File: config.mk
export PLATFORM = sky130hd
export DESIGN_NAME = execute_stage_flat
export DESIGN_NICKNAME = d
export VERILOG_FILES = /design/src/rtl/execute_stage_if.sv /design/src/rtl/execute_stage.sv /design/src/flat_wrapper.sv
export SDC_FILE = /design/constraint.sdc
export NUM_CORES = 1
export LEC_CHECK = 0
export BUFFER_PORTS_ARGS = -buffer_cell sky130_fd_sc_hd__buf_2
export CAP_MARGIN = 25
export CORE_ASPECT_RATIO = 1.1
export CORE_MARGIN = 3
export CORE_UTILIZATION = 45
export DETAILED_ROUTE_END_ITERATION = 8
export MAX_ROUTING_LAYER = met4
export PLACE_DENSITY_LB_ADDON = 0.1
export RECOVER_POWER = 100
export SYNTH_ARGS = -nofsm -noshare
export SYNTH_HDL_FRONTEND = slang
export SYNTH_SLANG_ARGS = --single-unit
File: constraint.sdc
create_clock -name clock -period 19.4 [get_ports clock]
set_clock_uncertainty 0.2 [all_clocks]
set_input_delay 3.88 -clock clock [delete_from_list [all_inputs] [get_ports clock]]
set_output_delay 3.88 -clock clock [all_outputs]
set_load 0.01 [all_outputs]
File: src/rtl/execute_stage_if.sv
// Execute-stage bundle: decode-to-execute operands and control, the writeback
// bypass, the PC redirect and the execute-to-memory register outputs.
interface execute_stage_if #(
    parameter int XLEN = 32
);
    // Decode-to-execute register outputs
    logic [XLEN-1:0] pcIn;
    logic [XLEN-1:0] readData1In;
    logic [XLEN-1:0] readData2In;
    logic [XLEN-1:0] immediateValueIn;
    logic [4:0]      rs1In;
    logic [4:0]      rs2In;
    logic [4:0]      rdIn;
    logic [2:0]      func3In;
    logic [6:0]      func7In;
    logic            pcUpdateIn;
    logic            memoryReadEnableIn;
    logic            memoryWriteEnableIn;
    logic            registerWriteEnableIn;
    logic            pcAdderSrcIn;
    logic            writeBackFromMemoryOrAluIn;
    logic [1:0]      aluSrc1In;
    logic [1:0]      aluSrc2In;
    logic [2:0]      aluOperationIn;

    // Writeback bypass
    logic [4:0]      wbRd;
    logic            wbWriteEnable;
    logic [XLEN-1:0] wbData;

    // Redirect to fetch
    logic [XLEN-1:0] pcJump;
    logic            pcIncrementOrJump;

    // Execute-to-memory register
    logic [XLEN-1:0] aluResultOut;
    logic [XLEN-1:0] storeDataOut;
    logic [4:0]      rdOut;
    logic [2:0]      func3Out;
    logic            memoryReadEnableOut;
    logic            memoryWriteEnableOut;
    logic            registerWriteEnableOut;
    logic            writeBackFromMemoryOrAluOut;

    modport master (
        output pcIn, readData1In, readData2In, immediateValueIn,
               rs1In, rs2In, rdIn, func3In, func7In,
               pcUpdateIn, memoryReadEnableIn, memoryWriteEnableIn,
               registerWriteEnableIn, pcAdderSrcIn, writeBackFromMemoryOrAluIn,
               aluSrc1In, aluSrc2In, aluOperationIn,
               wbRd, wbWriteEnable, wbData,
        input  pcJump, pcIncrementOrJump,
               aluResultOut, storeDataOut, rdOut, func3Out,
               memoryReadEnableOut, memoryWriteEnableOut,
               registerWriteEnableOut, writeBackFromMemoryOrAluOut
    );

    modport slave (
        input  pcIn, readData1In, readData2In, immediateValueIn,
               rs1In, rs2In, rdIn, func3In, func7In,
               pcUpdateIn, memoryReadEnableIn, memoryWriteEnableIn,
               registerWriteEnableIn, pcAdderSrcIn, writeBackFromMemoryOrAluIn,
               aluSrc1In, aluSrc2In, aluOperationIn,
               wbRd, wbWriteEnable, wbData,
        output pcJump, pcIncrementOrJump,
               aluResultOut, storeDataOut, rdOut, func3Out,
               memoryReadEnableOut, memoryWriteEnableOut,
               registerWriteEnableOut, writeBackFromMemoryOrAluOut
    );
endinterface

File: src/rtl/execute_stage.sv
// Execute stage: operand forwarding, ALU, branch/jump resolution with a
// same-cycle PC redirect, and the execute-to-memory pipeline register.
module execute_stage #(
    parameter int              XLEN              = 32,
    parameter logic [XLEN-1:0] RESET_PC_REDIRECT = '0
) (
    input logic            clock,
    input logic            reset,
    input logic            stall,
    input logic            flush,
    execute_stage_if.slave ex
);
    localparam int SHAMT_W = $clog2(XLEN);

    typedef enum logic [2:0] {
        OP_ADD    = 3'b000,
        OP_RTYPE  = 3'b001,
        OP_ITYPE  = 3'b010,
        OP_BRANCH = 3'b011,
        OP_PASS_B = 3'b100
    } aluOpT;

    typedef struct packed {
        logic [XLEN-1:0] aluResult;
        logic [XLEN-1:0] storeData;
        logic [4:0]      rd;
        logic [2:0]      func3;
        logic            memoryReadEnable;
        logic            memoryWriteEnable;
        logic            registerWriteEnable;
        logic            writeBackFromMemoryOrAlu;
    } exMemT;

    exMemT exMem;
    exMemT exMemNext;

    logic [XLEN-1:0]    forwardA;
    logic [XLEN-1:0]    forwardB;
    logic [XLEN-1:0]    operandA;
    logic [XLEN-1:0]    operandB;
    logic [XLEN-1:0]    sum;
    logic [XLEN-1:0]    diff;
    logic               lessSigned;
    logic               lessUnsigned;
    logic [SHAMT_W-1:0] shamt;
    logic [XLEN-1:0]    aluResult;
    logic               branchCondition;
    logic [XLEN-1:0]    branchTarget;
    logic               redirect;
    aluOpT              aluOp;
    logic               exMemForwardable;
    logic               unusedBits;

    assign aluOp      = aluOpT'(ex.aluOperationIn);
    assign unusedBits = ^{ex.func7In[6], ex.func7In[4:0]};

    // A load result sitting in EX/MEM is not yet data; the hazard unit stalls instead.
    assign exMemForwardable = exMem.registerWriteEnable && !exMem.memoryReadEnable
                              && (exMem.rd != 5'd0);

    // NOTE: every variable written in an always_comb gets a default first so no path leaves it unassigned and infers a latch.
    always_comb begin
        forwardA = ex.readData1In;
        if (exMemForwardable && exMem.rd == ex.rs1In) begin
            forwardA = exMem.aluResult;
        end else if (ex.wbWriteEnable && ex.wbRd != 5'd0 && ex.wbRd == ex.rs1In) begin
            forwardA = ex.wbData;
        end
    end

    always_comb begin
        forwardB = ex.readData2In;
        if (exMemForwardable && exMem.rd == ex.rs2In) begin
            forwardB = exMem.aluResult;
        end else if (ex.wbWriteEnable && ex.wbRd != 5'd0 && ex.wbRd == ex.rs2In) begin
            forwardB = ex.wbData;
        end
    end

    always_comb begin
        case (ex.aluSrc1In)
            2'b00:   operandA = forwardA;
            2'b01:   operandA = ex.pcIn;
            default: operandA = '0;
        endcase
    end

    always_comb begin
        case (ex.aluSrc2In)
            2'b00:   operandB = forwardB;
            2'b01:   operandB = ex.immediateValueIn;
            2'b10:   operandB = XLEN'(4);
            default: operandB = '0;
        endcase
    end

    assign sum          = operandA + operandB;
    assign diff         = operandA - operandB;
    assign lessSigned   = $signed(operandA) < $signed(operandB);
    assign lessUnsigned = operandA < operandB;
    assign shamt        = operandB[SHAMT_W-1:0];

    always_comb begin
        aluResult       = '0;
        branchCondition = 1'b0;
        case (aluOp)
            OP_ADD: aluResult = sum;
            OP_RTYPE, OP_ITYPE: begin
                case (ex.func3In)
                    3'b000:  aluResult = (aluOp == OP_RTYPE && ex.func7In[5]) ? diff : sum;
                    3'b001:  aluResult = operandA << shamt;
                    3'b010:  aluResult = {{(XLEN-1){1'b0}}, lessSigned};
                    3'b011:  aluResult = {{(XLEN-1){1'b0}}, lessUnsigned};
                    3'b100:  aluResult = operandA ^ operandB;
                    3'b101:  aluResult = ex.func7In[5] ? XLEN'($signed(operandA) >>> shamt)
                                                       : operandA >> shamt;
                    3'b110:  aluResult = operandA | operandB;
                    default: aluResult = operandA & operandB;
                endcase
            end
            OP_BRANCH: begin
                aluResult = diff;
                case (ex.func3In)
                    3'b000:  branchCondition = (diff == '0);
                    3'b001:  branchCondition = (diff != '0);
                    3'b100:  branchCondition = lessSigned;
                    3'b101:  branchCondition = !lessSigned;
                    3'b110:  branchCondition = lessUnsigned;
                    3'b111:  branchCondition = !lessUnsigned;
                    default: branchCondition = 1'b0;
                endcase
            end
            OP_PASS_B: aluResult = operandB;
            default:   aluResult = '0;
        endcase
    end

    // JALR clears bit 0 of the register-relative target.
    assign branchTarget = ex.pcAdderSrcIn
                        ? ((forwardA + ex.immediateValueIn) & {{(XLEN-1){1'b1}}, 1'b0})
                        : (ex.pcIn + ex.immediateValueIn);

    assign redirect = ex.pcUpdateIn && (aluOp != OP_BRANCH || branchCondition)
                      && !stall && !reset;

    assign ex.pcIncrementOrJump = redirect;
    assign ex.pcJump            = redirect ? branchTarget : RESET_PC_REDIRECT;

    always_comb begin
        exMemNext                          = '0;
        exMemNext.aluResult                = aluResult;
        exMemNext.storeData                = forwardB;
        exMemNext.rd                       = ex.rdIn;
        exMemNext.func3                    = ex.func3In;
        exMemNext.memoryReadEnable         = ex.memoryReadEnableIn;
        exMemNext.memoryWriteEnable        = ex.memoryWriteEnableIn;
        exMemNext.registerWriteEnable      = ex.registerWriteEnableIn && (ex.rdIn != 5'd0);
        exMemNext.writeBackFromMemoryOrAlu = ex.writeBackFromMemoryOrAluIn;
    end

    // NOTE: sequential state uses non-blocking assignments so every flop samples pre-edge values regardless of statement order.
    always_ff @(posedge clock) begin
        if (reset) begin
            exMem <= '0;
        end else if (flush) begin
            exMem <= '0;
        end else if (!stall) begin
            exMem <= exMemNext;
        end
    end

    assign ex.aluResultOut                = exMem.aluResult;
    assign ex.storeDataOut                = exMem.storeData;
    assign ex.rdOut                       = exMem.rd;
    assign ex.func3Out                    = exMem.func3;
    assign ex.memoryReadEnableOut         = exMem.memoryReadEnable;
    assign ex.memoryWriteEnableOut        = exMem.memoryWriteEnable;
    assign ex.registerWriteEnableOut      = exMem.registerWriteEnable;
    assign ex.writeBackFromMemoryOrAluOut = exMem.writeBackFromMemoryOrAlu;
endmodule

File: src/flat_wrapper.sv
// flat-port wrapper written by rule: the top's interface ports become plain ports
module execute_stage_flat 
#(
    parameter int              XLEN              = 32,
    parameter logic [XLEN-1:0] RESET_PC_REDIRECT = '0
)
  (clock, reset, stall, flush, ex_pcIn, ex_readData1In, ex_readData2In, ex_immediateValueIn, ex_rs1In, ex_rs2In, ex_rdIn, ex_func3In, ex_func7In, ex_pcUpdateIn, ex_memoryReadEnableIn, ex_memoryWriteEnableIn, ex_registerWriteEnableIn, ex_pcAdderSrcIn, ex_writeBackFromMemoryOrAluIn, ex_aluSrc1In, ex_aluSrc2In, ex_aluOperationIn, ex_wbRd, ex_wbWriteEnable, ex_wbData, ex_pcJump, ex_pcIncrementOrJump, ex_aluResultOut, ex_storeDataOut, ex_rdOut, ex_func3Out, ex_memoryReadEnableOut, ex_memoryWriteEnableOut, ex_registerWriteEnableOut, ex_writeBackFromMemoryOrAluOut);
  execute_stage_if #(.XLEN(XLEN)) ex_i ();
  input logic clock;
  input logic reset;
  input logic stall;
  input logic flush;
  input wire logic [$bits(ex_i.pcIn)-1:0] ex_pcIn;
  input wire logic [$bits(ex_i.readData1In)-1:0] ex_readData1In;
  input wire logic [$bits(ex_i.readData2In)-1:0] ex_readData2In;
  input wire logic [$bits(ex_i.immediateValueIn)-1:0] ex_immediateValueIn;
  input wire logic [$bits(ex_i.rs1In)-1:0] ex_rs1In;
  input wire logic [$bits(ex_i.rs2In)-1:0] ex_rs2In;
  input wire logic [$bits(ex_i.rdIn)-1:0] ex_rdIn;
  input wire logic [$bits(ex_i.func3In)-1:0] ex_func3In;
  input wire logic [$bits(ex_i.func7In)-1:0] ex_func7In;
  input wire logic [$bits(ex_i.pcUpdateIn)-1:0] ex_pcUpdateIn;
  input wire logic [$bits(ex_i.memoryReadEnableIn)-1:0] ex_memoryReadEnableIn;
  input wire logic [$bits(ex_i.memoryWriteEnableIn)-1:0] ex_memoryWriteEnableIn;
  input wire logic [$bits(ex_i.registerWriteEnableIn)-1:0] ex_registerWriteEnableIn;
  input wire logic [$bits(ex_i.pcAdderSrcIn)-1:0] ex_pcAdderSrcIn;
  input wire logic [$bits(ex_i.writeBackFromMemoryOrAluIn)-1:0] ex_writeBackFromMemoryOrAluIn;
  input wire logic [$bits(ex_i.aluSrc1In)-1:0] ex_aluSrc1In;
  input wire logic [$bits(ex_i.aluSrc2In)-1:0] ex_aluSrc2In;
  input wire logic [$bits(ex_i.aluOperationIn)-1:0] ex_aluOperationIn;
  input wire logic [$bits(ex_i.wbRd)-1:0] ex_wbRd;
  input wire logic [$bits(ex_i.wbWriteEnable)-1:0] ex_wbWriteEnable;
  input wire logic [$bits(ex_i.wbData)-1:0] ex_wbData;
  output wire logic [$bits(ex_i.pcJump)-1:0] ex_pcJump;
  output wire logic [$bits(ex_i.pcIncrementOrJump)-1:0] ex_pcIncrementOrJump;
  output wire logic [$bits(ex_i.aluResultOut)-1:0] ex_aluResultOut;
  output wire logic [$bits(ex_i.storeDataOut)-1:0] ex_storeDataOut;
  output wire logic [$bits(ex_i.rdOut)-1:0] ex_rdOut;
  output wire logic [$bits(ex_i.func3Out)-1:0] ex_func3Out;
  output wire logic [$bits(ex_i.memoryReadEnableOut)-1:0] ex_memoryReadEnableOut;
  output wire logic [$bits(ex_i.memoryWriteEnableOut)-1:0] ex_memoryWriteEnableOut;
  output wire logic [$bits(ex_i.registerWriteEnableOut)-1:0] ex_registerWriteEnableOut;
  output wire logic [$bits(ex_i.writeBackFromMemoryOrAluOut)-1:0] ex_writeBackFromMemoryOrAluOut;
  assign ex_i.pcIn = ex_pcIn;
  assign ex_i.readData1In = ex_readData1In;
  assign ex_i.readData2In = ex_readData2In;
  assign ex_i.immediateValueIn = ex_immediateValueIn;
  assign ex_i.rs1In = ex_rs1In;
  assign ex_i.rs2In = ex_rs2In;
  assign ex_i.rdIn = ex_rdIn;
  assign ex_i.func3In = ex_func3In;
  assign ex_i.func7In = ex_func7In;
  assign ex_i.pcUpdateIn = ex_pcUpdateIn;
  assign ex_i.memoryReadEnableIn = ex_memoryReadEnableIn;
  assign ex_i.memoryWriteEnableIn = ex_memoryWriteEnableIn;
  assign ex_i.registerWriteEnableIn = ex_registerWriteEnableIn;
  assign ex_i.pcAdderSrcIn = ex_pcAdderSrcIn;
  assign ex_i.writeBackFromMemoryOrAluIn = ex_writeBackFromMemoryOrAluIn;
  assign ex_i.aluSrc1In = ex_aluSrc1In;
  assign ex_i.aluSrc2In = ex_aluSrc2In;
  assign ex_i.aluOperationIn = ex_aluOperationIn;
  assign ex_i.wbRd = ex_wbRd;
  assign ex_i.wbWriteEnable = ex_wbWriteEnable;
  assign ex_i.wbData = ex_wbData;
  assign ex_pcJump = ex_i.pcJump;
  assign ex_pcIncrementOrJump = ex_i.pcIncrementOrJump;
  assign ex_aluResultOut = ex_i.aluResultOut;
  assign ex_storeDataOut = ex_i.storeDataOut;
  assign ex_rdOut = ex_i.rdOut;
  assign ex_func3Out = ex_i.func3Out;
  assign ex_memoryReadEnableOut = ex_i.memoryReadEnableOut;
  assign ex_memoryWriteEnableOut = ex_i.memoryWriteEnableOut;
  assign ex_registerWriteEnableOut = ex_i.registerWriteEnableOut;
  assign ex_writeBackFromMemoryOrAluOut = ex_i.writeBackFromMemoryOrAluOut;
  execute_stage #(.XLEN(XLEN), .RESET_PC_REDIRECT(RESET_PC_REDIRECT)) u_core (.clock(clock), .reset(reset), .stall(stall), .flush(flush), .ex(ex_i));
endmodule
==> results.yml <==
global_routing:
  grt_pass1_vias: 24000
  met3_usage: 0.104
  use_met2: 0.706
  grt-ovfl-total: 0
  grt_pass1_wl_microns: 161000
  grt_busiest_layer: "met2"
  grt_usage: 0.474
  use_met1: 0.577
  grt_max_degree: 58
  antenna_found_initial: 8
timing:
  slew_violations: 132
  rsz0062_at_grt: "no"
  max_freq_mhz: 56.1
  tns_ns: 0
  finalCritPeriodShare: 0.918
  finalHoldViolCount: 0
  finalCriticalPeriod_ns: 17.81
  max_slew.worst_pin.slew_ns: 2.51
  relSlewSlack: -0.670
  setup_viol: 0
clock_network:
  htreeDepth: 3
  cts_buffer_depth: 2
  cts_inserted_buffers: 9
  cts.sinks: 76
  clk_pin_slew_ns: 0.06
  cts.repair.resized: 0
  cts_setup_buffers: 0
  clock-root-buffer: "clkbuf_16"
  ctsHoldBuffers: 0
  cts_tree: "yes"
  insertion_delay_ns: 0.39
routing:
  wl_per_cell_microns: 30.9
  vias: 26500
  totalWireLength_microns: 115000
  drc_errors: 0
  antenna_left: 0
  drt_pass1_iterations: 7
  vias_per_cell: 7.13
  drt_iter0_drc: 4030
layout:
  n_fill_cell: 4607
  drive_gt1_frac: 0.121
  seqCellArea_sq_um: 1520
  multi_input_area_sq_um: 17100
  area_growth_syn_to_layout_pct: 11.2
  nets: 3497
critical_path:
  max_stage_delay_ns: 1.72
  cp-start-kind: "primary input"
  path_delay_family: "compound AO/OA/AOI/OAI gates"
  crit_chain: "clkbuf_1 -> xnor2_1 -> nand4_1 -> nor2_1 -> clkbuf_1 -> mux2i_1 -> o21ai_0 -> nand2_1 -> a21oi_1 -> inv_1 -> ha_1 -> a21oi_1 -> o21ai_0 -> o211a_1 -> a2111oi_0 -> o21ai_0 -> a211oi_1 -> nand4_1 -> nor4_1 -> a21o_1 -> nand2_1 -> clkbuf_1 -> a2111oi_0 -> clkbuf_1"
  worst_path_max_delay_cell: "clkbuf_1"
  path_max_fanout: 25
  critPathRequiredTime_ns: 15.32
  path_depth: 24
  crit_path_frequent_cell: "clkbuf_1"
  r2r_cells: 22
  crit_buf_inv: 5
  worstSetupPathType: "in -> out"
  arrival_ns: 13.73
  cp-end-kind: "primary output"
yosys:
  ys_warn_count: 0
  synth-seq-cells: 76
  synth.distinct_cells: 96
  synth_edf_count: 0
  syn_avg_cell_area_sq_um: 6.80
  syn-instance-count: 2939
  synthArstFlopShare: 0
  ys_seq_area_frac: 0.0761
  ys.flop_type: "dfxtp_1"
  netlist.area_leader.share: 0.0989
  synth_nets: 3309
  netlist_area_sq_um: 20000
  synthTopCellsByArea: "ha_1, mux2i_1, dfxtp_1"
  yosysTopAreaCell: "ha_1"
hold_path:
  hold_class: "reg -> reg"
  hold_depth: 2
pwr:
  power_uw: 1060
  irDropWorstVdd_uv: 66.9
  powerDensity_nw_per_um2: 47.8
  leakagePower_uw: 0.00931
floorplanning:
  die_y_microns: 227
  dieArea_sq_um: 47000
  initial_core_util: 0.458
  die_w_microns: 207
  ios: 317
  core_area_sq_um: 43600
  rows: 80
placement:
  place.gp.congestion: 1.09
  io_buffers: 310
  place_hpwl_microns: 90600
flow_run:
  cap_violations: 4
outcome:
  violations: "capacitance limit, slew limit"
  status: "finished, violations left"
## cell usage after synthesis (43+ instances only)
library cell / number
a31oi_1: 48
mux2i_1: 159
xnor2_1: 91
inv_1: 133
nand2_1: 324
a211oi_1: 47
dfxtp_1: 76
ha_1: 158
nor2_1: 215
a21oi_1: 247
nor3_1: 88
o21ai_0: 231
o211ai_1: 43
a21o_1: 70
clkbuf_1: 168
nand3_1: 52
## final cells by class
class,instances,share of cell area
tap,574,0.0323
inverter,141,0.0238
clock buffer,9,0.0101
clock inverter,7,0.00259
timing repair buffer,395,0.0922
sequential,76,0.0685
multi-input combinational,2504,0.769
antenna,10,0.00113
## report_power, final
part           switching (uW)  internal [uW]  leakage (uW)
clock network            87.9           88.8      0.000135
registers                8.04            161      0.000617
logic                     474            242       0.00856
total                     570            492       0.00931
## worst min-delay path: stages (launching register included)
cell     delay [ns]
dfxtp_1        0.31
nand2_1        0.06
a21oi_1        0.05
## flip-flops by register name, indices dropped and copies added (netlist names)
register	count
u_core.ex.func3Out	3
u_core.ex.aluResultOut	32
u_core.ex.memoryWriteEnableOut	1
u_core.ex.storeDataOut	32
u_core.ex.registerWriteEnableOut	1
u_core.ex.memoryReadEnableOut	1
u_core.ex.writeBackFromMemoryOrAluOut	1
u_core.ex.rdOut	5
## cells by family (layout without fill, tap and decap cells)
logic type | after synthesis | count (layout) | synth area share
AO/OA/AOI/OAI | 1127 | 1127 | 0.379
AND/OR/NAND/NOR | 900 | 900 | 0.209
buffers and inverters | 359 | 552 | 0.0705
multiplexers | 200 | 200 | 0.112
adder cells (fa/ha/maj) | 162 | 162 | 0.103
XOR/XNOR | 115 | 115 | 0.0504
flip-flops | 76 | 76 | 0.0761
other | 0 | 10 | 0
## final timing paths
kind / start / endpoint / slack, ns
worst max-delay path: ex_wbRd[1] / ex_pcJump[21] / 1.59
worst min-delay path: u_core.ex.storeDataOut[10]$_SDFFE_PP0N_ / u_core.ex.storeDataOut[10]$_SDFFE_PP0N_ / 0.26
worst max register to register: u_core.ex.rdOut[2]$_SDFFE_PP0N_ / u_core.ex.aluResultOut[26]$_SDFFE_PP0N_ / 10.49
worst min register to register: u_core.ex.storeDataOut[10]$_SDFFE_PP0N_ / u_core.ex.storeDataOut[10]$_SDFFE_PP0N_ / 0.26
## stage by stage
step	hold slack [ns]	std cells	setup WS, ns	utilization	instance area, sq um
after floorplan	0.276	2939	5.01	-	20000
after global placement	0.252	3686	2.90	0.506	22100
after detailed placement	0.252	3688	3.19	0.506	22100
after CTS	0.263	3704	3.13	0.512	22400
after global routing	0.274	3713	1.42	0.509	22200
final	0.265	3716	1.59	0.509	22200
## metal layers
metal / wire [microns] / part of all wire
met4: 9540 / 0.083
met3: 14500 / 0.13
met1: 42000 / 0.37
met5: 0 / 0
met2: 48600 / 0.42
## cell usage in the layout, fill, tap and decap left out, types with 39 or more instances in the layout
cell type / count
a21o_1: 70
nor3_1: 86
dfxtp_1: 76
nor2_1: 213
a31oi_1: 48
or3_1: 39
a211oi_1: 47
inv_1: 133
o21ai_0: 232
buf_4: 75
a21oi_1: 247
xnor2_1: 91
nand3_1: 52
nand2_1: 324
clkbuf_1: 116
buf_2: 202
mux2i_1: 159
o211ai_1: 44
ha_1: 158
No activity file was read; power rests on OpenSTA's default activity.
